### src/rtl/elev_ctrl_n.sv
// SCAN elevator car controller: latches car/hall calls, steps one floor per MOVE_TICKS clocks,
// holds the door for DOOR_TICKS clocks. Optional door-hold input under `ELEV_DOOR_HOLD_EN.
module elev_ctrl_n #(
   parameter int FLOORS     = 4,
   parameter int MOVE_TICKS = 8,
   parameter int DOOR_TICKS = 4,
   localparam int FW        = (FLOORS > 1) ? $clog2(FLOORS) : 1
) (
   input  logic              clk,
   input  logic              rst_n,
   input  logic [FLOORS-1:0] car_req_n,
   input  logic [FLOORS-1:0] hall_req_n,
`ifdef ELEV_DOOR_HOLD_EN
   input  logic              door_hold_n,
`endif
   output logic [FW-1:0]     floor,
   output logic              moving,
   output logic              dir_up,
   output logic              door_open,
   output logic [FLOORS-1:0] pending
);

   localparam int CMAX = (MOVE_TICKS > DOOR_TICKS) ? MOVE_TICKS : DOOR_TICKS;
   localparam int CW   = (CMAX > 1) ? $clog2(CMAX) : 1;
   localparam logic [CW-1:0] MOVE_LD = CW'(MOVE_TICKS - 1);
   localparam logic [CW-1:0] DOOR_LD = CW'(DOOR_TICKS - 1);
   localparam logic [FW-1:0] TOP     = FW'(FLOORS - 1);

   typedef enum logic [1:0] {IDLE, MOVE, DOOR} state_t;

   state_t            state_q, state_d;
   logic [FW-1:0]     floor_q, floor_d;
   logic              dir_up_q, dir_up_d;
   logic [CW-1:0]     cnt_q, cnt_d;
   logic [FLOORS-1:0] pending_q, pending_d;
   logic              eff_up, door_hold;

   // Any outstanding request strictly beyond floor f in the given direction.
   function automatic logic req_dir(input logic [FLOORS-1:0] p, input logic [FW-1:0] f,
                                    input logic up);
      req_dir = 1'b0;
      for (int i = 0; i < FLOORS; i++)
         if (p[i] && (up ? (i > int'(f)) : (i < int'(f)))) req_dir = 1'b1;
   endfunction

`ifdef ELEV_DOOR_HOLD_EN
   assign door_hold = ~door_hold_n;
`else
   assign door_hold = 1'b0;
`endif

   always_comb begin
      state_d   = state_q;
      floor_d   = floor_q;
      dir_up_d  = dir_up_q;
      cnt_d     = cnt_q;
      // End floors force the only legal direction before the car leaves IDLE.
      eff_up    = (floor_q == TOP) ? 1'b0 : (floor_q == '0) ? 1'b1 : dir_up_q;
      case (state_q)
         IDLE: begin
            if (pending_q[floor_q]) begin
               state_d  = DOOR;
               cnt_d    = DOOR_LD;
               dir_up_d = eff_up;
            end else if (req_dir(pending_q, floor_q, eff_up)) begin
               state_d  = MOVE;
               cnt_d    = MOVE_LD;
               dir_up_d = eff_up;
            end else if (req_dir(pending_q, floor_q, ~eff_up)) begin
               state_d  = MOVE;
               cnt_d    = MOVE_LD;
               dir_up_d = ~eff_up;
            end
         end
         MOVE: begin
            if (cnt_q != '0) begin
               cnt_d = cnt_q - CW'(1);
            end else if (dir_up_q ? (floor_q == TOP) : (floor_q == '0)) begin
               state_d = IDLE;
            end else begin
               floor_d = dir_up_q ? floor_q + FW'(1) : floor_q - FW'(1);
               if (pending_q[floor_d]) begin
                  state_d = DOOR;
                  cnt_d   = DOOR_LD;
               end else if (req_dir(pending_q, floor_d, dir_up_q)) begin
                  cnt_d   = MOVE_LD;
               end else begin
                  state_d = IDLE;
                  cnt_d   = '0;
               end
            end
         end
         DOOR: begin
            if (door_hold)          cnt_d = DOOR_LD;
            else if (cnt_q != '0)   cnt_d = cnt_q - CW'(1);
            else begin
               state_d = IDLE;
               cnt_d   = '0;
            end
         end
         default: state_d = IDLE;
      endcase

      // Clearing the served floor wins over a press of the same floor.
      pending_d = pending_q | ~car_req_n | ~hall_req_n;
      if (state_d == DOOR || state_q == DOOR) pending_d[floor_d] = 1'b0;
   end

   always_ff @(posedge clk) begin
      if (!rst_n) begin
         state_q   <= IDLE;
         floor_q   <= '0;
         dir_up_q  <= 1'b1;
         cnt_q     <= '0;
         pending_q <= '0;
      end else begin
         state_q   <= state_d;
         floor_q   <= floor_d;
         dir_up_q  <= dir_up_d;
         cnt_q     <= cnt_d;
         pending_q <= pending_d;
      end
   end

   assign floor     = floor_q;
   assign moving    = (state_q == MOVE);
   assign dir_up    = dir_up_q;
   assign door_open = (state_q == DOOR);
   assign pending   = pending_q;

endmodule

### config.mk
export PLATFORM = sky130hd
export DESIGN_NAME = elev_ctrl_n
export DESIGN_NICKNAME = d
export VERILOG_FILES = /design/src/rtl/elev_ctrl_n.sv
export SDC_FILE = /design/constraint.sdc
export NUM_CORES = 1
export LEC_CHECK = 0
export BUFFER_PORTS_ARGS = -buffer_cell sky130_fd_sc_hd__buf_2
export CAP_MARGIN = 0
export CORE_MARGIN = 2
export CORE_UTILIZATION = 58
export DETAILED_ROUTE_END_ITERATION = 8
export HOLD_SLACK_MARGIN = 0.05
export PLACE_DENSITY = 0.81
export SLEW_MARGIN = 20
export SYNTH_ARGS = -nofsm -noshare
export SYNTH_HDL_FRONTEND = slang
export SYNTH_SLANG_ARGS = --single-unit
### constraint.sdc
create_clock -name clk -period 3.85 [get_ports clk]
set_input_delay 0.385 -clock clk [delete_from_list [all_inputs] [get_ports clk]]
set_output_delay 0.385 -clock clk [all_outputs]
set_load 0.005 [all_outputs]
======== After elaboration in Yosys (flattened, before gate mapping) ========
Index checks and enable logic that the tools add are counted.
Widths: inputs -> output; s select.
word-level totals
  input port bits ......................... 10
  output and inout bits ................... 9
  logic and storage cells ................. 126
  register bits ........................... 12
operators by class
  bitwise gates (word level) .............. 7
  equality and inequality tests ........... 6
  reduce and logical (&&, ||, !) cells .... 21
  $add $sub $neg .......................... 3
  mux-type cells .......................... 68
  order comparisons ....................... 16
operators with widths
  kind                 number
  $mux 1               42
  $mux 2               12
  $mux 3               8
  $logic_and 1x1->1    13
  $not 4->4            3
  $lt 2x3->1 const B   3
  $pmux 3 s3           1
  $reduce_bool 3->1    3
  $gt 2x2->1 const A   4
  $lt 1x2->1 const A   4
  $or 4x4->4           2
  $eq 2x2->1 const B   3
  $pmux 2 s3           1
  $and 4x4->4          1
  $bmux 1 s2           2
  $gt 1x2->1 const A   2
  $logic_not 2->1      2
  $lt 2x2->1 const A   2
  $mux 4               1
  $ne 4x2->1 const B   1
  $ne 3x3->1 const B   1
  $reduce_and 3->1     1
  $sub 3x1->3 const B  1
  $add 2x1->2 const B  1
  7 further kinds      7

======== Logic depth before layout (Yosys ltp) ========
Gate-level depths: netlist (run 1).
  depth in word-level cells ............... 21
  mapped depth ............................ 9
  depth with buffers taken out ............ 8

======== Worst setup path after synthesis (run 1) ========
Ideal clock, no wire load.
  path type ............................... register -> register
  from .................................... register floor_q[0] (netlist: floor[0])
  to ...................................... register pending_q[0] (netlist: pending[0])
  cell stages (with the launch flop) ...... 10
  required time ........................... 3.719 ns
  setup time .............................. 0.131 ns
  buffers on the path ..................... 1
  slack ................................... 1.430 ns
  period minus slack after synthesis ...... 2.420 ns
  arrival time ............................ 2.289 ns
  cells stage by stage .................... dfxtp_1 buf_6 inv_6 ha_1 or4b_4 o31ai_4 o31a_1 o21ai_2 a2111oi_0 nor3_1
on the way
  cells in the longest elaborated chain, start to end .. 21
  elaborated cells on any way between the ends .. 90
  those cells by class .................... add/sub: 2; order compare: 14; eq/ne: 2; mux: 55; bitwise: 2; reduce/logical: 15
RTL lines
  what                                        line  text
  start, declared                             32    logic [FW-1:0] floor_q, floor_d;
  start signal, assigned                      118   floor_q <= floor_d;
  $sub 2x1->2 or $add 2x1->2 (tied branches)  81    floor_d = dir_up_q ? floor_q + FW'(1) : floor_q - FW'(1);
  $mux 2                                      81
  $lt 1x2->1                                  43    if (p[i] && (up ? (i > int'(f)) : (i < int'(f)))) req_dir = 1'b1;
  $mux 1                                      43
  $logic_and 1x1->1                           43
  $mux 1 (4 in a row)                         43
  $mux 1                                      82    if (pending_q[floor_d]) begin
  $mux 1                                      78    end else if (dir_up_q ? (floor_q == TOP) : (floor_q == '0)) begin
  [... 2 more ...]                            n/a
  $mux 2                                      85    end else if (req_dir(pending_q, floor_d, dir_up_q)) begin
  $mux 2                                      82
  $mux 2                                      78
  $mux 2                                      76    if (cnt_q != '0) begin
  $pmux 2 s3                                  59    case (state_q)
  $eq 2x2->1                                  106   if (state_d == DOOR || state_q == DOOR) pending_d[floor_d] = 1'b0;
  $logic_or 1x1->1                            106
  $mux 4 *                                    106
  end signal, assigned                        121   pending_q <= pending_d;
  end, declared                               35    logic [FLOORS-1:0] pending_q, pending_d;
Every way passes the cells marked *; elsewhere a longest branch is shown, timed or not. The select of a mux whose other input is x is not followed.
A chain may end at the register's enable or synchronous reset.

======== Final worst setup path (run 1) ========
Ends and elaborated chain as after synthesis.

==> run summary, run 1 <==
The horizontal extent of the die is 51.2 um. The number of hold-repair buffers added at the cts stage came out at 0. In this run the tightest slew margin relative to its limit is 0.513. The number of port buffers is 18. At the end of the flow, the number of nets in the layout was 188. For this run, the register share of the synthesized area comes to 0.186. The signal on the critical path passes through inv_6 > ha_1 > xor2_1 > mux4_2 > o31ai_2 > o221ai_2 > a2111oi_0 > nor3_1. The type of the worst min-delay path is in2reg. TritonCTS built the clock tree. The maximum clock frequency is about 340 MHz. For this run, the total global-route usage over all layers was measured as 0.269. The height of the die is a little over 50 um. The die outline area came out at 0.00262 sq mm.

The run finished with clean final reports. The average routed wire per standard cell is around 16 um. The number of gates resized after cts came out at 0. Setup repair after global routing left no endpoint under its margin. For this run, the slowest stage of the critical path takes roughly 0.80 ns. The H-tree depth reported by CTS came out at 1.

The number of slew-limit violations in the final report came out at 0. In this run the power density over the cells is 632 mW/mm^2. The count of endpoints failing setup in the final report is 0. The total of max-cap violations is 0. After synthesis the cells add up to 0.00129 sq mm. Compared with the post-synthesis result, the final layout area differs by 9.88%. Internal power comes to ~480 uW. The post-layout worst setup margin is 0.884 ns. The total net switching power is 417 uW. The clock transition time at the flip-flop clock pins of the worst setup and hold paths is around 0.090 ns. The cell sitting at the root of the clock tree is a clkbuf_4. The core region is ~0.0021 sq mm.

A synthesized cell averages roughly 9 sq um. The gate count of the mapped netlist is 144. The worst setup path is captured at a flip-flop. The total vias in the final route came out at roughly 1200. The number of nets with antenna violations after routing came out at 0. The async set-reset flop share out of synthesis came out at 0. The share of total power in the clock network is 0.122.

The highest fanout seen on the critical path came out at 16. The predominant post-synthesis flop cell is dfxtp_1. Entering global routing, the biggest net connects 17 pins. The number of buffers inserted by post-CTS setup repair came out at 0. In the finished design, the share of the clock period the worst path needs comes to 0.770. After the first detailed-routing iteration, the DRC count stood at 45. The internal reg-to-reg setup slack is ~0.9 ns.

For this block, the routed nets add up to between 3000 and 4000 um of wire. The sort of element at the start of the critical path is a flip-flop. The share of total power dissipated in combinational logic is 0.630.

The global-route wire length before repair came out at roughly 5200 um. The number of global-route vias before repair is 1090. The number of enable flip-flop cells after synthesis came out at 0.

The worst hold slack came out at 0.354 ns. The number of remaining DRC errors is 0. For the worst setup path, the data required time is 4.01 ns. The static power due to leakage came out at ~0.00059 uW. Prior to clock tree synthesis, the placed netlist has a worst setup slack of ~0.92 ns.

The detailed-routing iteration count for the pre-antenna-repair pass is 4. The maximum vdd ir drop came out at between 0.5 and 0.6 mV. The initial antenna violation count came out at 0. In this run the count of I/O pins placed on the die edge is 19. The initial standard-cell utilization of the core came out at 0.601. Subtracting the final worst setup slack from the clock period gives just under 3 ns. The estimated wirelength of the detail-placed design came out at around 2400 um. The arrival time at the worst endpoint came out at approximately 3.1 ns. The synthesized design contains 12 register bits. Counting along the longest clock path gives a buffer depth of 2. The total nets after synthesis came out at 168. The summed negative setup slack over all endpoints came out at 0 ns. The final worst clock skew is between 0.001 and 0.0015 ns. Routability-driven placement finished with a final weighted congestion of 0.992. The antenna diode count is 0. The number of buffers created by CTS came out at 3.

Of the total power, the share spent switching nets is 0.465. The fraction of layout instances using a drive strength above 1 came out at 0.245. The final count of hold timing violations came out at 0.

At the pin with the least slew margin, the transition time is ~0.73 ns. By startpoint and endpoint, the worst setup path is classified as reg2reg. The via density per instance is roughly 6.2. The total congestion overflow is 0. The count of yosys warnings during synthesis came out at 0. For the worst-skew pair, the clock arrives at the later sink with an insertion delay of ~0.28 ns.

The fraction of power consumed by sequential logic came out at 0.248. The number of clock sinks seen by CTS is 12. The slowest library cell on the worst path is dfxtp_1. The row count came out at 17. The number of distinct library cell variants in the gate-level netlist after synthesis came out at between 50 and 60.
## final timing paths
check           start         end  depth (start not counted)
max reg2reg  floor[0]  pending[0]                          8
min reg2reg  cnt_q[2]    cnt_q[2]                          2
max          floor[0]  pending[0]                          8
min             rst_n      dir_up                          2
## flip-flops by register name, indices dropped and copies added (netlist names)
signal,flops
floor,2
cnt_q,3
dir_up,1
state_q,2
pending,4
## layer usage
metal | vias to the layer above | track usage | wire, um
li1 | 568 | - | -
met1 | 552 | 0.371 | 1370
met2 | 48 | 0.437 | 1490
met3 | 10 | 0.0205 | 165
met4 | 0 | 0.104 | 78
met5 | - | 0 | 0
## placed cells by master, fill, tap and decap left out, drive strengths merged, types with 2 or more instances in the layout
cell and n:
a221oi 2, o31ai 3, mux2 4, buf 18, a211oi 4, nand2b 7, a21oi 8, clkbuf 4
nor2b 5, nor2 8, nand3 3, o221ai 3, o21ai 8, inv 14, nor3 5, dfxtp 12
mux2i 2, a21boi 2, ha 13, nor4b 3, a2111oi 3, nand2 9, mux4 2, nand3b 3
xnor2 2
## Yosys cell counts (2+ instances only)
cell type	n	area [sq um]
o21ai_0	6	30.0
nand3b_1	2	15.0
nand3_1	3	15.0
a2111oi_0	2	17.5
xnor2_1	2	17.5
nand2b_1	7	43.8
nor2b_1	5	31.3
nor4b_1	2	17.5
a221oi_2	2	30.0
mux2_1	2	22.5
inv_1	13	48.8
buf_6	3	33.8
a21oi_1	7	35.0
nor3_1	5	25.0
ha_1	13	163
mux2_2	2	22.5
a211oi_1	4	30.0
nor2_1	8	30.0
mux4_2	2	45.0
dfxtp_1	12	240
nand2_1	9	33.8
o221ai_1	2	17.5
## stage by stage
stage / area, sq um / util / total power, uW / instances
finish: 1420 / 0.660 / 896 / 191
detailed placement: 1380 / 0.644 / 774 / 187
global placement: 1380 / 0.644 / 755 / 187
floorplan: 1290 / - / 657 / 144
global route: 1420 / 0.660 / 961 / 191
CTS: 1420 / 0.660 / 887 / 191
## logic make-up after synthesis
family,share of synthesized area
fa+ha+maj,0.141
simple gates,0.234
mux,0.0882
flops,0.186
xor+xnor,0.0204
compound gates,0.260
buf+inv,0.0707
## worst max-delay path, delay by kind of cell (launching register included)
family,cells,cell delay (ns)
buffers and inverters,1,0.08
AO/OA/AOI/OAI,3,0.80
XOR/XNOR,1,0.27
AND/OR/NAND/NOR,1,0.09
multiplexers,1,0.39
adder cells (fa/ha/maj),1,0.40
flip-flops,1,0.80
## power groups by stage
| stage | sequential, uW | combinational (uW) | clock, uW |
|---|---|---|---|
| floorplan | 202 | 455 | 0 |
| global placement | 222 | 534 | 0 |
| detailed placement | 224 | 550 | 0 |
| CTS | 220 | 558 | 109 |
| global route | 229 | 623 | 110 |
| finish | 222 | 565 | 109 |
## layout make-up
type / instances / area [sq um]
multi-input combinational: 115 / 960
inverter: 14 / 57.6
clock buffer: 4 / 36.3
fill: 193 / 729
sequential: 12 / 240
tap: 28 / 35.0
timing repair buffer: 18 / 90.1
Power figures use the tool's default switching activity.
==> inputs of run 2 (changes only) <==
- CORE_UTILIZATION: 58 -> 51
- PLACE_DENSITY: 0.81 -> 0.75
- clock period: 3.85 -> 2.5 ns (I/O delays scaled with it)
==> run 2 against run 1 <==
Final cell count up 5.8%. Global-route usage down 2.1 points. Hold slack got worse by 0.15 ns. Largest cell class unchanged. Largest power group unchanged.
==> run summary, run 2 (synthesis results as in run 1) <==
The flow ran to the end, and the final reports show no timing, DRC or antenna violations. The internal reg-to-reg setup slack came out at ~0.08 ns. The time the worst path needs with I/O delays and setup came out at about 2.4 ns. The number of buffers created by CTS came out at 3. The standard cell core area is approximately 0.0024 sq mm. The number of nets with antenna violations after routing came out at 0.

The clock transition time at the flip-flop clock pins of the worst setup and hold paths is 0.08 ns. The count of fill cells added during filler insertion came out at 227. The transition at the pin with the smallest max-transition slack is about 0.6 ns. In this run the core area contains 18 standard-cell rows. The wire length reported by the detailed router came out at 3240 um.

The endpoint required time on the critical path came out at 2.67 ns. The insertion delay to the later sink of the worst-skew pair came out at between 0.2 and 0.3 ns. The met3 layer wire length in the routed design came out at ~220 um. The most common cell after layout, fill and taps aside is buf_2. The horizontal extent of the die is roughly 54 um. The H-tree depth reported by CTS came out at 1. The top cell types in the final layout, fill and taps aside, are buf_2 (18), inv_1 (13), ha_1 (12). The clock arrives with 0.00111 ns of skew. The global-route wire length before repair is 5260 um. For this design the static power due to leakage is approximately 0.00064 uW. The final non-filler cell area is 0.00153 sq mm. The number of remaining DRC errors came out at 0. The pin count of the biggest net entering global routing is 10. STA classifies the critical path endpoint as a flip-flop. The antenna diode count is 0. The worst hold path belongs to the class in2reg. Routability-driven placement finished with a final weighted congestion of 0.858.

The height of the die came out at between 50 and 60 um. The relative slew slack came out at 0.606. The count of endpoints failing setup in the final report is 0. The number of slew-limit violations in the final report is 0.

The total vias in the final route is ~1200. The via density per instance came out at 6.04. The fraction of the cycle the final worst path needs is 0.968. After detailed routing, no signal wire sits above met4. The final net count came out at 198. STA classifies the critical path startpoint as a flip-flop. The worst hold path begins at rst_n. Setup total negative slack on the finished layout was measured at 0 ns. The detailed-routing wirelength on met1 came out at approximately 1400 um.

Measured on the finished design, the core utilization comes to 0.628. The number of clock sinks seen by CTS came out at 12. The final count of hold timing violations is 0. Following the worst setup path forward leads to its endpoint at pending[2]. Among all stages on the critical path, the largest delay is contributed by dfxtp_1. The delay contributed by the slowest stage of the critical path came out at about 0.4 ns. The maximum vdd ir drop came out at slightly below 0.7 mV. The count of cells along the worst register-to-register path came out at 8.

The number of buffers inserted by post-CTS setup repair came out at 0. For this run, the detailed router's first-pass iteration total came to 4. The initial antenna violation count came out at 0. The total power divided by cell area came out at approximately 940 mW/mm^2. The layout overhead on the synthesized area is 18.3%. The endpoint of the most critical register-to-register path is pending[2].

The fraction of layout instances using a drive strength above 1 is 0.331. The initial standard-cell utilization of the core is 0.531. The cell area reported after detailed placement is approximately 0.0015 sq mm. The count of pins on the block boundary is 19. In this run the clock root is driven by a clkbuf_4.

TritonCTS built the clock tree. In this run the worst setup path begins at floor[1]. In the global route stage, overall resource usage came out at 0.248.

The die outline area is 0.00295 sq mm. After global routing the overflow that remains totals 0. The number of global-route vias before repair came out at around 1100. The launching point of the worst reg2reg path is floor[1]. The arrival time at the worst endpoint is about 2.6 ns. The average routed wire per standard cell is ~16 um.

The maximum clock frequency is a little over 400 MHz. The highest fanout seen on the critical path is 5. The routed wire length on met2 is approximately 1600 um. The total of max-cap violations is 0. The flip-flop count of the largest register after layout is 4. The number of buffers on the longest clock path is 2. The critical path class is reg2reg.

Summed over all nets, the half-perimeter wirelength after detailed placement is between 2000 and 2500 um. The detailed router finished its first iteration with 35 violations. The number of port buffers is 18.

The critical path goes through inv_1 > ha_4 > xor2_1 > mux4_2 > o31ai_2 > o221ai_2 > a2111oi_2 > nor3_1.
==> run 2: cell count changes in the layout (fill, tap and decap cells not counted), sizes merged <==
cell	change
buf	+10
clkbuf	-1
==> run 2: through the flow <==
stage | power, uW | cells | hold slack (ns) | setup WS, ns
after global placement | 1210 | 199 | 0.502 | 0.0306
final | 1430 | 202 | 0.208 | 0.0799
after floorplan | 1010 | 144 | 0.330 | 0.0795
after CTS | 1380 | 202 | 0.206 | 0.0126
after detailed placement | 1240 | 199 | 0.508 | -0.00284
after global routing | 1550 | 202 | 0.260 | -0.0354
==> run 2: final cells by class <==
cell class / instances / area [sq um] / share of cell area
Clock buffer: 3 / 22.5 / 0.0147
Inverter: 14 / 57.6 / 0.0377
Multi-Input combinational cell: 115 / 1000 / 0.657
Sequential cell: 12 / 241 / 0.158
Tap cell: 30 / 37.5 / 0.0246
Timing Repair Buffer: 28 / 165 / 0.108
==> run 2: worst min-delay path by stage <==
stage / to / slack [ns] / cells past startpoint
2_1_floorplan: dir_up / 0.33 / 1
3_3_place_gp: cnt_q[2] / 0.50 / 2
3_5_place_dp: cnt_q[2] / 0.51 / 2
4_1_cts: dir_up / 0.21 / 2
5_1_grt: dir_up / 0.26 / 2
6_report: dir_up / 0.21 / 2
==> run 2: per-layer routing <==
metal	global-route usage	vias to the layer above
li1	-	591
met4	0.113	0
met3	0.0219	7
met5	0	-
met1	0.324	575
met2	0.414	48
==> run 2: worst max-delay path, delay by kind of cell, from the launching register on <==
family                   cells  cell delay (ns)
AO/OA/AOI/OAI                3             0.73
XOR/XNOR                     1             0.24
adder cells (fa/ha/maj)      1             0.32
buffers and inverters        1             0.15
flip-flops                   1             0.40
multiplexers                 1             0.38
AND/OR/NAND/NOR              1             0.08
==> run 2: power by group <==
| group | internal, uW | switching, uW | leakage, uW | total, uW |
|---|---|---|---|---|
| clock | 56.2 | 71.8 | 0.0000138 | 128 |
| sequential | 249 | 78.7 | 0.000100 | 328 |
| combinational | 459 | 519 | 0.000526 | 978 |
| total | 764 | 670 | 0.000640 | 1430 |
==> run 2: repair_timing <==
item / CTS / global route
hold buffers: 0 / 0
resized for setup: 1 / 9
endpoints found under the setup margin: 1 / 5
pin swaps: 0 / 3
